## src/rtl/skyline_layer_if.sv

```systemverilog
// ============================================================================
// Module      : skyline_layer_if
// Description : Timing-in / layer-out bundle between the VGA sync generator,
//               one skyline layer and the colour/priority mixer.
// Revision    : 1.0 - initial release
// ============================================================================
`default_nettype none

interface skyline_layer_if;
    // timing from the sync generator
    logic [9:0] hcount;
    logic [9:0] vcount;
    logic       visible;
    logic       line_start;
    logic       frame_start;
    // layer outputs towards the mixer
    logic       pix_on;
    logic [3:0] col_top;
    logic       col_edge;
    logic       win_on;

    // timing source side
    modport master (
        output hcount, vcount, visible, line_start, frame_start,
        input  pix_on, col_top, col_edge, win_on
    );

    // skyline layer side
    modport slave (
        input  hcount, vcount, visible, line_start, frame_start,
        output pix_on, col_top, col_edge, win_on
    );
endinterface

`default_nettype wire

```

## src/rtl/skyline_layer.sv

```systemverilog
// ============================================================================
// Module      : skyline_layer
// Description : One parallax city-skyline layer. A 9-bit LFSR supplies one
//               column height per 2^COL_SHIFT pixels; the pattern scrolls
//               SPEED pixels per frame. A per-line height cutoff ("band")
//               grows every 2^ROW_SHIFT lines below HORIZON. All outputs are
//               registered with one cycle of latency.
//               Optional lit-window pattern: define SKYLINE_WINDOWS_EN.
// Revision    : 1.0 - initial release
// ============================================================================
`default_nettype none

module skyline_layer #(
    parameter int         COL_SHIFT = 3,
    parameter int         SPEED     = 1,
    parameter int         HORIZON   = 128,
    parameter int         ROW_SHIFT = 4,
    parameter logic [8:0] SEED      = 9'h1ff
) (
    input  wire logic          clk,
    input  wire logic          rst,
    skyline_layer_if.slave     bus
);

    localparam int                 PH_W      = COL_SHIFT;
    localparam logic [PH_W-1:0]    PH_LAST   = '1;
    localparam logic [PH_W-1:0]    PH_ONE    = PH_W'(1);
    localparam logic [PH_W:0]      SPEED_V   = (PH_W+1)'(SPEED);
    localparam logic [9:0]         HORIZON_V = 10'(HORIZON);
    localparam logic [4:0]         BAND_MAX  = 5'd16;

    // Fibonacci step shared by the frame and line generators.
    function automatic logic [8:0] lfsr_step(input logic [8:0] s);
        return {s[7:0], s[8] ^ s[4]};
    endfunction

    logic [8:0]      frame_lfsr_q, frame_lfsr_d;
    logic [8:0]      line_lfsr_q,  line_lfsr_d;
    logic [PH_W-1:0] frame_phase_q, frame_phase_d;
    logic [PH_W-1:0] phase_q, phase_d;
    logic [4:0]      band_q, band_d;
    logic            pix_on_q, pix_on_d;
    logic [3:0]      col_top_q, col_top_d;
    logic            col_edge_q, col_edge_d;

    logic [PH_W:0]      phase_sum;
    logic [ROW_SHIFT-1:0] row_off;
    logic               row_hit;

    // hcount is part of the timing bundle but the column position is tracked
    // by the phase counter, so the layer never looks at it.
    logic unused_inputs;
    assign unused_inputs = ^bus.hcount;

    assign phase_sum = {1'b0, frame_phase_q} + SPEED_V;
    // Low bits of (vcount - HORIZON) only depend on the low bits of each.
    assign row_off   = bus.vcount[ROW_SHIFT-1:0] - HORIZON_V[ROW_SHIFT-1:0];
    assign row_hit   = (row_off == '0);

    // Per-frame scroll: advance the sub-column phase, carry into the LFSR.
    always_comb begin
        frame_phase_d = frame_phase_q;
        frame_lfsr_d  = frame_lfsr_q;
        if (bus.frame_start) begin
            frame_phase_d = phase_sum[PH_W-1:0];
            if (phase_sum[PH_W]) begin
                frame_lfsr_d = lfsr_step(frame_lfsr_q);
            end
        end
    end

    // Height cutoff: cleared above the horizon, grows one unit per storey
    // below it; a frame start always clears it.
    always_comb begin
        band_d = band_q;
        if (bus.frame_start) begin
            band_d = '0;
        end else if (bus.line_start) begin
            if (bus.vcount < HORIZON_V) begin
                band_d = '0;
            end else if (row_hit) begin
                band_d = (band_q >= BAND_MAX) ? BAND_MAX : band_q + 5'd1;
            end
        end
    end

    // Line walker: reload from the frame state at line start (pre-update
    // values), otherwise step the column LFSR on the last pixel of a column.
    always_comb begin
        line_lfsr_d = line_lfsr_q;
        phase_d     = phase_q;
        if (bus.line_start) begin
            line_lfsr_d = frame_lfsr_q;
            phase_d     = frame_phase_q;
        end else if (bus.visible) begin
            phase_d = phase_q + PH_ONE;
            if (phase_q == PH_LAST) begin
                line_lfsr_d = lfsr_step(line_lfsr_q);
            end
        end
    end

    // Pixel outputs, forced low outside active video.
    always_comb begin
        pix_on_d   = bus.visible && ({1'b0, line_lfsr_q[3:0]} < band_q);
        col_top_d  = bus.visible ? line_lfsr_q[3:0] : 4'd0;
        col_edge_d = bus.visible && (phase_q == '0);
    end

    // State and output registers.
    always_ff @(posedge clk or posedge rst) begin
        if (rst) begin
            frame_lfsr_q  <= SEED;
            line_lfsr_q   <= SEED;
            frame_phase_q <= '0;
            phase_q       <= '0;
            band_q        <= '0;
            pix_on_q      <= 1'b0;
            col_top_q     <= 4'd0;
            col_edge_q    <= 1'b0;
        end else begin
            frame_lfsr_q  <= frame_lfsr_d;
            line_lfsr_q   <= line_lfsr_d;
            frame_phase_q <= frame_phase_d;
            phase_q       <= phase_d;
            band_q        <= band_d;
            pix_on_q      <= pix_on_d;
            col_top_q     <= col_top_d;
            col_edge_q    <= col_edge_d;
        end
    end

    assign bus.pix_on   = pix_on_q;
    assign bus.col_top  = col_top_q;
    assign bus.col_edge = col_edge_q;

`ifdef SKYLINE_WINDOWS_EN
    logic win_on_q, win_on_d;

    // Lit windows: checkerboard inside buildings, flipped per column and storey.
    always_comb begin
        win_on_d = pix_on_d && phase_q[0] && bus.vcount[1] && (phase_q != '0)
                   && (line_lfsr_q[4] ^ bus.vcount[ROW_SHIFT]);
    end

    // Window register.
    always_ff @(posedge clk or posedge rst) begin
        if (rst) begin
            win_on_q <= 1'b0;
        end else begin
            win_on_q <= win_on_d;
        end
    end

    assign bus.win_on = win_on_q;
`else
    assign bus.win_on = 1'b0;
`endif

endmodule

`default_nettype wire

```

## src/flat_wrapper.sv

```systemverilog
// flat-port wrapper written by rule: the top's interface ports become plain ports
module skyline_layer_flat 
#(
    parameter int         COL_SHIFT = 3,
    parameter int         SPEED     = 1,
    parameter int         HORIZON   = 128,
    parameter int         ROW_SHIFT = 4,
    parameter logic [8:0] SEED      = 9'h1ff
)
  (clk, rst, bus_hcount, bus_vcount, bus_visible, bus_line_start, bus_frame_start, bus_pix_on, bus_col_top, bus_col_edge, bus_win_on);
  skyline_layer_if bus_i ();
  input  wire logic clk;
  input  wire logic rst;
  input wire logic [$bits(bus_i.hcount)-1:0] bus_hcount;
  input wire logic [$bits(bus_i.vcount)-1:0] bus_vcount;
  input wire logic [$bits(bus_i.visible)-1:0] bus_visible;
  input wire logic [$bits(bus_i.line_start)-1:0] bus_line_start;
  input wire logic [$bits(bus_i.frame_start)-1:0] bus_frame_start;
  output wire logic [$bits(bus_i.pix_on)-1:0] bus_pix_on;
  output wire logic [$bits(bus_i.col_top)-1:0] bus_col_top;
  output wire logic [$bits(bus_i.col_edge)-1:0] bus_col_edge;
  output wire logic [$bits(bus_i.win_on)-1:0] bus_win_on;
  assign bus_i.hcount = bus_hcount;
  assign bus_i.vcount = bus_vcount;
  assign bus_i.visible = bus_visible;
  assign bus_i.line_start = bus_line_start;
  assign bus_i.frame_start = bus_frame_start;
  assign bus_pix_on = bus_i.pix_on;
  assign bus_col_top = bus_i.col_top;
  assign bus_col_edge = bus_i.col_edge;
  assign bus_win_on = bus_i.win_on;
  skyline_layer #(.COL_SHIFT(COL_SHIFT), .SPEED(SPEED), .HORIZON(HORIZON), .ROW_SHIFT(ROW_SHIFT), .SEED(SEED)) u_core (.clk(clk), .rst(rst), .bus(bus_i));
endmodule
```

## config.mk

```make
export PLATFORM = sky130hd
export DESIGN_NAME = skyline_layer_flat
export DESIGN_NICKNAME = d
export VERILOG_FILES = /design/src/rtl/skyline_layer_if.sv /design/src/rtl/skyline_layer.sv /design/src/flat_wrapper.sv
export SDC_FILE = /design/constraint.sdc
export NUM_CORES = 1
export LEC_CHECK = 0
export CAP_MARGIN = 20
export CORE_AREA = 2 2 61 63
export CTS_CLUSTER_DIAMETER = 120
export CTS_CLUSTER_SIZE = 12
export DETAILED_ROUTE_END_ITERATION = 12
export DIE_AREA = 0 0 63 65
export GPL_TIMING_DRIVEN = 0
export PLACE_DENSITY = 0.86
export SLEW_MARGIN = 10
export SYNTH_ARGS = -nofsm -noshare
export SYNTH_HDL_FRONTEND = slang
export SYNTH_SLANG_ARGS = --single-unit
```

## constraint.sdc

```tcl
create_clock -name clk -period 1.7 [get_ports clk]
set_input_delay 0.255 -clock clk [delete_from_list [all_inputs] [get_ports clk]]
set_output_delay 0.255 -clock clk [all_outputs]
set_load 0.02 [all_outputs]
```

# --- Yosys cells after proc, flatten, opt, wreduce, memory -nomap -nowiden ---
# Index checks and enable logic that the tools add are counted.
op_classes:
  div: 0
  muxes: 11
  n_eq_ne: 1
  addsub: 3
  n_bitwise: 2
  reduce_logical: 11
  n_lt_le_gt_ge: 3
  mul: 0
  n_shift: 0
ops:
  columns: ["cell", "count"]
  rows:
  - ["$mux 9", 3]
  - ["$mux 5", 5]
  - ["$lt 10x8->1 const B", 1]
  - ["$mux 3", 2]
  - ["$reduce_and 2->1", 3]
  - ["$reduce_bool 2->1", 3]
  - ["$add 5x1->5 const B", 1]
  - ["$ge 5x5->1 const B", 1]
  - ["$lt 4x5->1", 1]
  - ["$add 3x1->4 const B", 1]
  - ["$logic_not 4->1", 1]
  - ["$mux 4", 1]
  - ["$add 3x1->3 const B", 1]
  - ["$eq 3x3->1 const B", 1]
  - ["$logic_not 3->1", 1]
  - ["$reduce_bool 3->1", 1]
  - ["$logic_and 1x1->1", 2]
  - ["$xor 1x1->1", 2]
word_totals:
  regBits: 35
  out_inout_bits: 7
  elab_cells: 39
  mem_bits_ro: 0
  memories: 0
  input_bits: 25
  latchBits: 0
  mem_bits_rw: 0

# --- Longest topological paths before layout ---
# Gate-level depths: netlist of the first run.
logic_depth:
  ltp_word: 6
  mapped_depth: 6
  depth_no_buf: 6

# --- Worst setup path before layout of the first run ---
# Ideal clock, no wire load.
synth_timing:
  kind: "register -> register"
  startpoint: "register u_core.phase_q[0]"
  endpoint: "register u_core.line_lfsr_q[1]"
  path_stages_with_launch: 6
  path_slack_ns: 0.387
  arrival_time_ns: 1.223
  setup_ns: 0.091
  path_buffers: 0
  path_cell_list: "dfrtp_1 > ha_1 > ha_1 > nand2_2 > mux2i_1 > o21ai_0"
synth_between:
  elab_chain_cells: 3
synth_lines:
  columns: ["element", "line", "rtl"]
  rows:
  - ["from (decl)", "skyline_layer.sv:40", "logic [PH_W-1:0] phase_q, phase_d;"]
  - ["from (signal assigned)", "skyline_layer.sv:125", "phase_q <= phase_d;"]
  - ["$eq 3x3->1", "skyline_layer.sv:97", "if (phase_q == PH_LAST) begin"]
  - ["$reduce_bool 2->1 (no source line)", null, null]
  - ["$reduce_and 2->1 (no source line)", null, null]
  - ["to (signal assigned)", "skyline_layer.sv:123", "line_lfsr_q <= line_lfsr_d;"]
  - ["to (decl)", "skyline_layer.sv:38", "logic [8:0] line_lfsr_q, line_lfsr_d;"]
# No other way between the ends.
# A chain may end at the register's enable or synchronous reset.

# --- Final worst setup path of the first run ---
layout_timing:
  startpoint: "register u_core.col_edge_q (netlist: u_core.bus.col_edge)"
  endpoint: "output port bus_col_edge"
layout_rtl:
  columns: ["element", "line", "rtl"]
  rows:
  - ["from (decl)", "skyline_layer.sv:44", "logic col_edge_q, col_edge_d;"]
  - ["from (signal assigned)", "skyline_layer.sv:129", "col_edge_q <= col_edge_d;"]
  - ["to (decl)", "flat_wrapper.sv:21", "output wire logic [$bits(bus_i.col_edge)-1:0] bus_col_edge;"]
# No word-level cell between the ends.

==> results.md, run 1 <==
- Outcome: finished, final reports clean
- Largest net degree at the start of global routing: 25
- Worst path required time: 1440 ps
- Vias in the first global route: 1,202
- Layout cells sized above 1: 0.2558
- Most common cell after layout, fill and taps aside: nand2_1
- Final Cycle Share: 0.9079
- Die area: between 4000 and 5000 sq um
- Core Footprint: 3496 sq um
- Crit end category: output port
- I/O Buffers: 15
- Worst Skew: 10.52 ps
- Startpoint Class: flip-flop
- Critical Path AT: 1290 ps
- Mapped Area: 1697 sq um
- Hold Crit Depth: 2
- Cell-by-cell trace of the critical path: clkdlybuf4s50_1
- TritonRoute pass-1 iters: 4
- Hold crit path type: in2reg
- Drt drc: 0
- H-tree levels: 2
- Fmax: 647.9 MHz
- Critical path buffers and inverters: 1
- WP depth: 1
- Final GP Congestion: ~0.79
- Final Max Tran Viols: 0
- Dpl hpwl: 2345 um
- Syn. warnings: 0
- P_leak: 0.8661 nW
- Slew @ Worst Pin: 527.6 ps
- Hold Path Sink: u_core.line_lfsr_q[6]
- Distinct cells, synth: 31
- Antenna Violating Nets Remaining: 0
- Worst flop-to-flop path endpoint: u_core.line_lfsr_q[1]
- CP max stage delay: about 600 ps
- Power per Cell Area: 890.5 nW/um^2
- GRT Overall Usage: 0.1701
- R2r startpoint: u_core.phase_q[0]
- Cells on worst reg2reg path: 5
- Chip height: 65 um
- Worst rel slew slack: 0.6479
- Fillers: approximately 300
- Clock Sinks: 35
- Post-synth ARST share: 1.000
- IO Count: 32
- FP Rows: 22
- Critical path's slowest cell: clkdlybuf4s50_1
- Crit path max-delay family: buffers and inverters
- Syn Inst Count: between 100 and 150
- Final core occ: 0.5676
- MaxCap Viol Count: 0
- Number of buffers created by CTS: 5
- Most frequent cells in the layout: nand2_1 (21), dfstp_2 (18), o21ai_0 (17), dfrtp_1 (17), clkdlybuf4s50_1 (15)
- Setup TNS: 0 ps
- RSZ-0062 raised after global routing: false
- Hold Startpoint: bus_line_start
- Initial core utilization: 0.4853
- Final setup fails: 0
- First-pass GRT wire length: between 5000 and 6000 um
- Final Hold Fails: 0
- Routed WL: slightly below 3000 um
- VDD IR-drop max: 0.4108 mV
- Critical Path Fanout Max: 1
- Number of synthesized register bits: 35
- CTS tree: yes
- Critical path class: reg2out
- Avg WL per Cell: roughly 14 um
- Top FF cell, synth: dfstp_2
- CTS hold repair buffers: 0
- Post-synth EDFFs: 0
- Iteration-0 DRC Markers: 25
- Fin Hold WS: 118.7 ps
- Layout Nets: 205
- Ant. Diodes: 0
- Syn-to-layout area delta: 16.96%
- Clk root buf: clkbuf_4
- Clock transition at the registers of the reported paths: 110 ps
- Post-CTS Setup Bufs: 0
- Die width: ~63 um
- Post-route minimum period: around 1500 ps
- Via Count: 1,101
- Synth Net Count: between 150 and 200
- Vias per Instance: 5.005
- Antenna violations before repair: 0
- Clock buffer depth: 2
- Synth Area per Inst: ~11 sq um
- Register area share after synthesis: 0.5295
- Total gr overflow: 0
- Post-CTS sizing: 0
- Clk_lat worst skew: about 340 ps
- Worst R2R Setup Slack: about 240 ps
## layout make-up
class                   instances  area [sq um]  area share
flip-flops and latches         35         898.4      0.4527
clock inverters                 1         5.005    0.002522
inverters                       8         30.03     0.01513
plain buffers                   6         38.79     0.01955
multi-input cells              99         729.5      0.3676
well taps                      48         60.06     0.03026
clock buffers                   7         45.04     0.02270
repair buffers                 16         177.7     0.08953
## sequential cells by signal (all words and copies together), names as in the netlist
register	cells
u_core.bus.col_edge	1
u_core.bus.col_top	4
u_core.band_q	5
u_core.phase_q	3
u_core.frame_lfsr_q	9
u_core.line_lfsr_q	9
u_core.bus.pix_on	1
u_core.frame_phase_q	3
## how the worst max path moves through the flow
| stage | slack [ps] | to | startpoint |
|---|---|---|---|
| floorplan | 390 | u_core.line_lfsr_q[1] | u_core.phase_q[0] |
| global placement | 40 | u_core.phase_q[2] | rst |
| detailed placement | 130 | u_core.band_q[4] | bus_vcount[1] |
| CTS | 140 | bus_col_edge | u_core.bus.col_edge |
| global route | 120 | u_core.line_lfsr_q[7] | u_core.phase_q[0] |
| finish | 160 | bus_col_edge | u_core.bus.col_edge |
## kinds of logic (layout without fill, tap and decap cells)
kind of cell,after synthesis,count (layout),synth area share
xor+xnor,5,5,0.02581
buf+inv,14,38,0.04056
compound gates,27,27,0.08923
mux,19,19,0.1187
flops,35,35,0.5295
other cells,1,1,0.002210
fa+ha+maj,9,9,0.06637
simple gates,38,38,0.1276
## routing by layer
layer  track usage  vias up  part of all wire
met5             0        -                 0
met4        0.1056        0             0.024
met3       0.03299        8             0.034
met2        0.3019       26              0.53
met1        0.1874      522              0.42
li1              -      545                 -
## power breakdown
| part | total (W) | switching [W] | leakage (nW) | internal [W] |
|---|---|---|---|---|
| clock | 0.000430 | 0.000269 | 0.0293 | 0.000161 |
| sequential | 0.000994 | 0.0000794 | 0.410 | 0.000914 |
| combinational | 0.000344 | 0.000171 | 0.427 | 0.000173 |
| total | 0.00177 | 0.000519 | 0.866 | 0.00125 |
## cell usage after synthesis (3+ instances only)
cell,instances,share of area
a21oi_1,4,0.012
nand2_1,21,0.046
mux2_2,9,0.060
and2_1,4,0.015
dfstp_2,18,0.28
dfrtp_1,17,0.25
inv_1,8,0.018
ha_1,9,0.066
nor2_1,3,0.0066
o21ai_0,17,0.050
xnor2_1,4,0.021
mux2i_1,10,0.059
## through the flow
| stage | std cells | area [sq um] | setup slack (ps) | power [W] |
|---|---|---|---|---|
| 6_report | 220 | 1984 | 156.6 | 0.001767 |
| 3_5_place_dp | 212 | 1934 | 126.6 | 0.001361 |
| 3_3_place_gp | 211 | 1907 | 41.92 | 0.001304 |
| 5_1_grt | 220 | 1984 | 118.5 | 0.001882 |
| 4_1_cts | 220 | 1984 | 139.0 | 0.001791 |
| 2_1_floorplan | 148 | 1697 | 386.9 | 0.001234 |
Power figures use the tool's default switching activity.
==> inputs of run 2 (changes only) <==
Settings changed: CAP_MARGIN 20 to 40, CORE_AREA 2 2 61 63 to 2 2 59 61, DIE_AREA 0 0 63 65 to 0 0 61 63, PLACE_DENSITY 0.86 to 0.9.
Clock period 1.7 ns to 1.9 ns, I/O delays scaled along.
==> results.md, run 2 (same netlist as run 1, synthesis figures left out) <==
- DP Area: 1932 sq um (-0.13%)
- Initial core utilization: 0.5250 (+0.03965)
- Worst flop-to-flop path endpoint: u_core.line_lfsr_q[3]
- Worst path required time: 1620 ps (+180 ps)
- P_sw: 0.0004738 W (-8.7%)
- Startpoint Class: flip-flop
- Dpl hpwl: 2138 um (-8.8%)
- Setup TNS: 0 ps (unchanged)
- Critical Path AT: 1280 ps (about the same)
- Worst Skew: 12.47 ps (+1.952 ps)
- Multi-input logic area: 729.5 sq um (unchanged)
- CTS hold repair buffers: 0 (unchanged)
- Worst rel slew slack: 0.6320 (-0.01585)
- Hold Path Sink: u_core.line_lfsr_q[6]
- Final Hold Fails: 0 (unchanged)
- Die width: 61 um (-3.2%)
- Post-CTS Setup Bufs: 0 (unchanged)
- TritonRoute pass-1 iters: 4 (unchanged)
- Clk root buf: clkbuf_4
- Crit path max-delay family: buffers and inverters
- Final Cycle Share: 0.8228
- Final setup fails: 0 (unchanged)
- Clk network pwr share: 0.303 (+0.060)
- Post-CTS sizing: 0 (unchanged)
- Critical path class: reg2out
- Power per Cell Area: 858.8 nW/um^2 (-3.6%)
- GRT Overall Usage: 0.1760 (+0.005962)
- Cells on worst reg2reg path: 5 (unchanged)
- Register area: 898.4 sq um (unchanged)
- H-tree levels: 2 (unchanged)
- Die area: 3843 sq um (-6.2%)
- Biggest regs: u_core.frame_lfsr_q (9), u_core.line_lfsr_q (9), u_core.band_q (5)
- FP Rows: 21 (-4.5%)
- First-pass GRT wire length: 5009 um (-6.2%)
- Routed WL: 2894 um (-2.6%)
- Slew @ Worst Pin: 551.4 ps (+23.75 ps)
- Worst R2R Setup Slack: 450 ps (+210 ps)
- Chip height: 63 um (-3.1%)
- Outcome: finished, final reports clean
- Final Max Tran Viols: 0 (unchanged)
- Critical path's slowest cell: clkdlybuf4s50_1
- CTS tree: yes
- Design area: 2007 sq um (+1.1%)
- Critical path buffers and inverters: 1 (unchanged)
- Syn-to-layout area delta: 18.29%
- Final GP Congestion: 0.7628 (-2.9%)
- Antenna violations before repair: 0 (unchanged)
- Reg power frac: 0.518 (-0.044)
- Sw Share: 0.2749 (-0.01875)
- Iteration-0 DRC Markers: 38 (+52%)
- Vias in the first global route: 1,144 (-4.8%)
- Clk_lat worst skew: 350 ps (about the same)
- Critical Path Fanout Max: 1 (unchanged)
- Cell-by-cell trace of the critical path: clkdlybuf4s50_1
- Via Count: 1,117 (+1.5%)
- P_leak: 0.8763 nW (+1.2%)
- Ant. Diodes: 0 (unchanged)
- Number of buffers created by CTS: 5 (unchanged)
- Avg WL per Cell: 13.28 um (-1.7%)
- I/O Buffers: 15 (unchanged)
- Hold Startpoint: bus_line_start
- Clock transition at the registers of the reported paths: 110 ps (about the same)
- Fmax: between 600 and 700 MHz
- Layout Nets: 205 (unchanged)
- Hold Crit Depth: 2 (unchanged)
- Total gr overflow: 0 (unchanged)
- IO Count: 32 (unchanged)
- Core Footprint: 3232 sq um (-7.6%)
- Clock Sinks: 35 (unchanged)
- RSZ-0062 raised after global routing: false
- Layout cells sized above 1: 0.2558 (unchanged)
- Most common cell after layout, fill and taps aside: nand2_1
- Internal: 0.001250 W (+0.13%)
- MaxCap Viol Count: 0 (unchanged)
- Combinational share of power: 0.179 (-0.015)
- Antenna Violating Nets Remaining: 0 (unchanged)
- Fillers: 245 (-17%)
- CP max stage delay: 590 ps (about the same)
- Vias per Instance: 5.124 (+2.4%)
- VDD IR-drop max: 0.6521 mV (+59%)
- Crit path from: u_core.bus.col_top[2]
- Crit end category: output port
- Hold crit path type: in2reg
- Most frequent cells in the layout: nand2_1 (21), dfstp_2 (18), o21ai_0 (17), dfrtp_1 (17), clkdlybuf4s50_1 (15)
- Post-route minimum period: 1563 ps
- R2r startpoint: u_core.phase_q[0]
- Clock buffer depth: 2 (unchanged)
- Drt drc: 0 (unchanged)
- Largest net degree at the start of global routing: 25 (unchanged)
[run 2: cell types whose count changed in the layout (fill, tap and decap cells not counted), sizes merged]
cell / change
bufinv: +1
clkinv: -1
[run 2: how the worst max path moves through the flow]
| stage | cells after the start | slack, ps | to |
|---|---|---|---|
| after floorplan | 5 | 590 | u_core.line_lfsr_q[1] |
| after global placement | 2 | 190 | u_core.bus.col_top[3] |
| after detailed placement | 5 | 280 | u_core.band_q[4] |
| after CTS | 1 | 320 | bus_col_top[1] |
| after global routing | 1 | 280 | bus_col_top[3] |
| final | 1 | 340 | bus_col_top[2] |
[run 2: through the flow]
stage / power, W / utilization / instances / hold slack [ps] / worst slack, ps
after global routing: 0.001828 / 0.6210 / 218 / 124.6 / 278.7
after detailed placement: 0.001205 / 0.5978 / 210 / 455.7 / 284.2
after CTS: 0.001737 / 0.6210 / 218 / 128.6 / 321.7
final: 0.001724 / 0.6210 / 218 / 135.2 / 336.7
after global placement: 0.001168 / 0.5892 / 209 / 446.0 / 185.6
after floorplan: 0.001104 / - / 148 / 426.0 / 586.9
[run 2: power groups by stage]
| stage | combinational, W | clock, W | sequential, W |
|---|---|---|---|
| after floorplan | 0.000209 | 0 | 0.000894 |
| after global placement | 0.000274 | 0 | 0.000893 |
| after detailed placement | 0.000305 | 0 | 0.000900 |
| after CTS | 0.000313 | 0.000532 | 0.000892 |
| after global routing | 0.000359 | 0.000567 | 0.000901 |
| final | 0.000308 | 0.000523 | 0.000893 |
[run 2: area by class of cell]
| type | instances | share of cell area |
|---|---|---|
| sequential | 35 | 0.4476 |
| buffer | 6 | 0.01933 |
| tap | 46 | 0.02868 |
| clock buffer | 7 | 0.02244 |
| inverter | 8 | 0.01496 |
| multi-input combinational | 99 | 0.3635 |
| clock inverter | 1 | 0.01496 |
| timing repair buffer | 16 | 0.08853 |
[run 2: metal layers]
| layer | routed length (um) | part of all wire | vias up | global-route usage |
|---|---|---|---|---|
| met3 | 97 | 0.034 | 7 | 0.04348 |
| met4 | 69 | 0.024 | 0 | 0.09783 |
| met2 | 1505 | 0.52 | 24 | 0.2836 |
| li1 | - | - | 547 | - |
| met1 | 1221 | 0.42 | 539 | 0.2081 |
| met5 | 0 | 0 | - | 0 |
[run 2: worst register-to-register path, stage by stage, from the launching register on]
cell and delay [ps]:
dfrtp_1 420, ha_1 210, ha_1 190, nand2_2 220
mux2i_1 250, o21ai_0 100
